File: src/rtl/int_arr_gather.sv
// Gathers a scalar i32 stream into groups of four 13-bit signed elements.
// Elements are truncated or saturated. A flush request emits a partial group padded with zeros.
module int_arr_gather #(
    parameter bit SATURATE = 1'b0
) (
    input  logic        clk,
    input  logic        rstn,
    input  logic [31:0] ints_data,
    input  logic        ints_valid,
    output logic        ints_ready,
    output logic [12:0] arr_data0,
    output logic [12:0] arr_data1,
    output logic [12:0] arr_data2,
    output logic [12:0] arr_data3,
    output logic        arr_valid,
    input  logic        arr_ready,
    input  logic        flush,
    output logic [15:0] satCount
);

    localparam int DATA_W = 32;
    localparam int ELEM_W = 13;

    function automatic logic signed [ELEM_W-1:0] conv(input logic signed [DATA_W-1:0] x);
        if (SATURATE && x > 32'sd4095)  return 13'sh0FFF;
        if (SATURATE && x < -32'sd4096) return 13'sh1000;
        return $signed(x[ELEM_W-1:0]);
    endfunction

    function automatic logic clamped(input logic signed [DATA_W-1:0] x);
        return SATURATE && (x > 32'sd4095 || x < -32'sd4096);
    endfunction

    logic signed [ELEM_W-1:0] slot_p0 [4];
    logic [1:0]               idx_p0;
    logic                     flush_pend;
    logic signed [ELEM_W-1:0] out_p1 [4];
    logic                     vld_p1;

    logic signed [ELEM_W-1:0] cur_p0;
    logic signed [ELEM_W-1:0] grp_p0 [4];
    logic                     clamp_p0;
    logic                     acc, out_free, flush_req, load;
    logic [2:0]               cnt;

    assign ints_ready = rstn && !flush_pend && (idx_p0 != 2'd3 || !vld_p1 || arr_ready);

    always_comb begin
        cur_p0    = conv(ints_data);
        clamp_p0  = clamped(ints_data);
        acc       = ints_valid && ints_ready;
        out_free  = !vld_p1 || arr_ready;
        flush_req = flush || flush_pend;
        // cnt is the number of filled slots once this cycle's accept is stored
        cnt       = {1'b0, idx_p0} + {2'b00, acc};
        load      = out_free && (cnt == 3'd4 || (flush_req && cnt != 3'd0));
        for (int k = 0; k < 4; k++) begin
            grp_p0[k] = slot_p0[k];
            if (acc && idx_p0 == 2'(k)) grp_p0[k] = cur_p0;
            if (3'(k) >= cnt)           grp_p0[k] = '0;
        end
    end

    // Stage p0: slot capture and group control
    always_ff @(posedge clk) begin
        if (!rstn) begin
            idx_p0     <= 2'd0;
            flush_pend <= 1'b0;
            satCount   <= 16'd0;
            for (int k = 0; k < 4; k++) slot_p0[k] <= '0;
        end else begin
            if (acc) slot_p0[idx_p0] <= cur_p0;
            idx_p0     <= load ? 2'd0 : cnt[1:0];
            flush_pend <= flush_req && cnt != 3'd0 && !load;
            if (acc && clamp_p0 && satCount != 16'hFFFF) satCount <= satCount + 16'd1;
        end
    end

    // Stage p1: output register, held while stalled
    always_ff @(posedge clk) begin
        if (!rstn) begin
            vld_p1 <= 1'b0;
            for (int k = 0; k < 4; k++) out_p1[k] <= '0;
        end else if (load) begin
            vld_p1 <= 1'b1;
            for (int k = 0; k < 4; k++) out_p1[k] <= grp_p0[k];
        end else if (arr_ready) begin
            vld_p1 <= 1'b0;
        end
    end

    assign arr_valid = vld_p1;
    assign arr_data0 = out_p1[0];
    assign arr_data1 = out_p1[1];
    assign arr_data2 = out_p1[2];
    assign arr_data3 = out_p1[3];

endmodule

File: config.mk
export PLATFORM = sky130hd
export DESIGN_NAME = int_arr_gather
export DESIGN_NICKNAME = d
export VERILOG_FILES = /design/src/rtl/int_arr_gather.sv
export SDC_FILE = /design/constraint.sdc
export NUM_CORES = 1
export LEC_CHECK = 0
export BUFFER_PORTS_ARGS = -buffer_cell sky130_fd_sc_hd__clkbuf_2
export CAP_MARGIN = 25
export CORE_UTILIZATION = 40
export CTS_BUF_LIST = sky130_fd_sc_hd__clkbuf_8
export DETAILED_ROUTE_END_ITERATION = 10
export SYNTH_ARGS = -nofsm -noshare
export SYNTH_HDL_FRONTEND = slang
export SYNTH_SLANG_ARGS = --single-unit
File: constraint.sdc
create_clock -name clk -period 9.83 [get_ports clk]
set_clock_uncertainty 0.2 [all_clocks]
set_input_delay 0.4915 -clock clk [delete_from_list [all_inputs] [get_ports clk]]
set_output_delay 0.4915 -clock clk [all_outputs]
set_load 0.01 [all_outputs]
==> summary.md <==
| Metric | Value |
|---|---|
| Peak VDD IR | 0.05440 mV |
| Hold endpoint | flush_pend |
| Die footprint | 13180 µm² |
| Post-DR wirelength/cell | 16.91 µm |
| Post-Synthesis Cell Area | 5089 µm² |
| Gr ovfl total | 0 |
| Detailed Route Iter0 Violations | approximately 230 |
| Max Cap Viol | 0 |
| Async set-or-reset flop fraction in the synthesized netlist | 0% |
| DRC | 0 |
| Reg clk slew, reported paths | 90 ps |
| Via count | 3008 |
| R2R cell count | 8 |
| Cts repair resizes | 0 |
| Commonest cells in the synthesized netlist | edfxtp_1 (104), mux2i_1 (53), and2_1 (39) |
| Fin. max-slew vios | 0 |
| Crit-path max FO | 41 |
| Final std cells w/o fill | slightly below 600 |
| Post-synthesis instance total | 354 |
| Critical path capture point type | flip-flop |
| Minimum clock period | 4434 ps |
| Synth top area cells | edfxtp_1 (61%), mux2i_1 (10%), and2_1 (4.8%) |
| Critical Path AT | roughly 4300 ps |
| NumNets Final | 455 |
| Largest area contributor in the netlist | edfxtp_1 |
| Worst skew pair latency | 360 ps |
| Hold Vio Cnt, Final | 0 |
| Hold WC Path Type | primary input to flip-flop |
| Post-synth EDFFs | 104 |
| Core Box Area | 12210 µm² |
| Starting Density | 41.67% |
| FF-to-FF Start | flush_pend |
| Share of layout cells above drive strength 1 | between 20% and 30% |
| Dpl cell area | 5505 µm² |
| Largest net degree at the start of global routing | 42 |
| #FFs+latches synth | 108 |
| H-Tree Depth | 3 |
| Final HPWL DP | 6483 µm |
| Setup_tns | 0 ps |
| Sink Count | 108 |
| Initial antenna violation count | 0 |
| IO Port Bufs | 71 |
| # fillers | roughly 1200 |
| Seq/Total Area, Yosys | a little over three fifths |
| Cell depth of the worst hold path | 3 |
| Number of global-route vias before repair | 2781 |
| Setup CP Type | primary input to flip-flop |
| # setup viols final | 0 |
| Root Driver | clkbuf_8 |
| Setup Fix Bufs, Post-CTS | 0 |
| Pre-antenna DRT Iters | 5 |
| Layout Area Growth over Synthesis | 11.85% |
| Die Span X | 114.8 µm |
| Fin crit share | 45.11% |
| Yosys cell types | 37 |
| Deepest clock path buffer count | 2 |
| Tot GR Track Use | 16.00% |
| Post-route antenna net violation count | 0 |
| Outcome | completed |
| RSZ-0062 raised after global routing | false |
| Worst EP required | approximately 9700 ps |
| # placed instances | 572 |
| Design area | 5692 µm² |
| Ys flop type | edfxtp_1 |
| Slew @ Worst Pin | 879.4 ps |
| CP startpoint kind | primary input |
| Yosys top cell area share | 61.37% |
| Pwr Total | 0.8655 mW |
| CTS tree | done |
| Leak Pwr | 2.180 nW |
| Fmax | 0.2255 GHz |
| I/O Pins | 107 |
| Vias per cell | 5.107 |
| Hold wc startpoint | rstn |
| RR Endpoint | out_p1[3][5] |
| WL final | 9959 µm |
| TritonCTS buffer count | 9 |
| Most common cell in the synthesized netlist | edfxtp_1 |
| ANT cells | 0 |
| Cell row count | 40 |
| PwrDens | roughly 150 nW/µm² |
| R2R setup slack | roughly 5400 ps |
| Slew margin rel. | 41.31% |
| CTS Hold Buffers Added | 0 |
| Ys Warns | 0 |
| Die span in y | ~110 µm |
| First-pass GRT wire length | 15150 µm |
| Avg Cell Area, Syn | 14.37 µm² |
| RD Place Congestion | 0.8793 |
==> metrics by stage <==
step | hold WS, ps | setup slack, ps | utilization, %
2_1_floorplan | 387.8 | 4709 | -
3_5_place_dp | 434.0 | 4992 | 45.08
3_3_place_gp | 394.7 | 5073 | 45.08
4_1_cts | 322.2 | 5384 | 46.38
6_report | 340.8 | 5396 | 46.61
5_1_grt | 368.9 | 5071 | 46.61
==> routing by layer <==
metal	up-vias	wire (µm)	global-route usage, %
li1	1439	-	-
met1	1459	4580	21.82
met2	91	4550	24.44
met3	19	468	2.741
met4	0	359	8.831
met5	-	0	0
==> power breakdown <==
group | total (mW) | switching [mW] | internal, mW
combinational | 0.0941 | 0.0652 | 0.0289
clock | 0.231 | 0.142 | 0.0888
sequential | 0.540 | 0.00793 | 0.532
==> critical path, cell delays in order <==
cell and delay [ps]:
clkbuf_2 280, and3b_1 630, nand3_1 190, ha_1 390
nor3_1 70, mux2i_1 250, nand4b_4 610, o21ai_4 810
buf_4 500
==> registers in the layout, summed over array words and instances (netlist names) <==
register and flops:
out_p1 52, flush_pend 1, idx_p0 2, arr_valid 1, slot_p0 52
==> cells by family after synthesis <==
kind of cell | count (synthesis) | synth area share (%)
fa+ha+maj | 2 | 0.4917
mux | 53 | 10.43
flops | 108 | 62.95
simple gates | 121 | 15.32
compound gates | 23 | 5.286
other cells | 1 | 0.07369
buf+inv | 46 | 5.459
==> area by class of cell <==
type	count	area, µm²	area share [%]
clock buffer	9	123.9	2.176
clock inverter	7	35.03	0.6155
inverter	5	18.77	0.3297
multi-input combinational	215	1680	29.52
sequential	108	3203	56.28
tap	168	210.2	3.693
timing repair buffer	77	420.4	7.386
==> cells in the final DEF (no fill, tap or decap), types with 4 or more instances in the layout <==
master	instances
a2111oi_2	13
and2_1	39
and3_1	13
buf_4	5
clkbuf_2	71
clkbuf_8	9
conb_1	16
dfxtp_1	4
edfxtp_1	104
inv_1	6
mux2i_1	53
nand2_1	4
nor2_1	6
nor3_1	28
nor4_1	13
==> how the worst max path moves through the flow <==
stage / start / depth (start not counted) / end
3_5_place_dp: rstn / 9 / out_p1[1][11]
3_3_place_gp: rstn / 9 / out_p1[1][11]
5_1_grt: flush_pend / 8 / out_p1[0][7]
2_1_floorplan: ints_valid / 10 / out_p1[0][0]
4_1_cts: flush_pend / 8 / out_p1[3][5]
6_report: rstn / 9 / out_p1[3][5]
No activity file was read; power rests on OpenSTA's default activity.
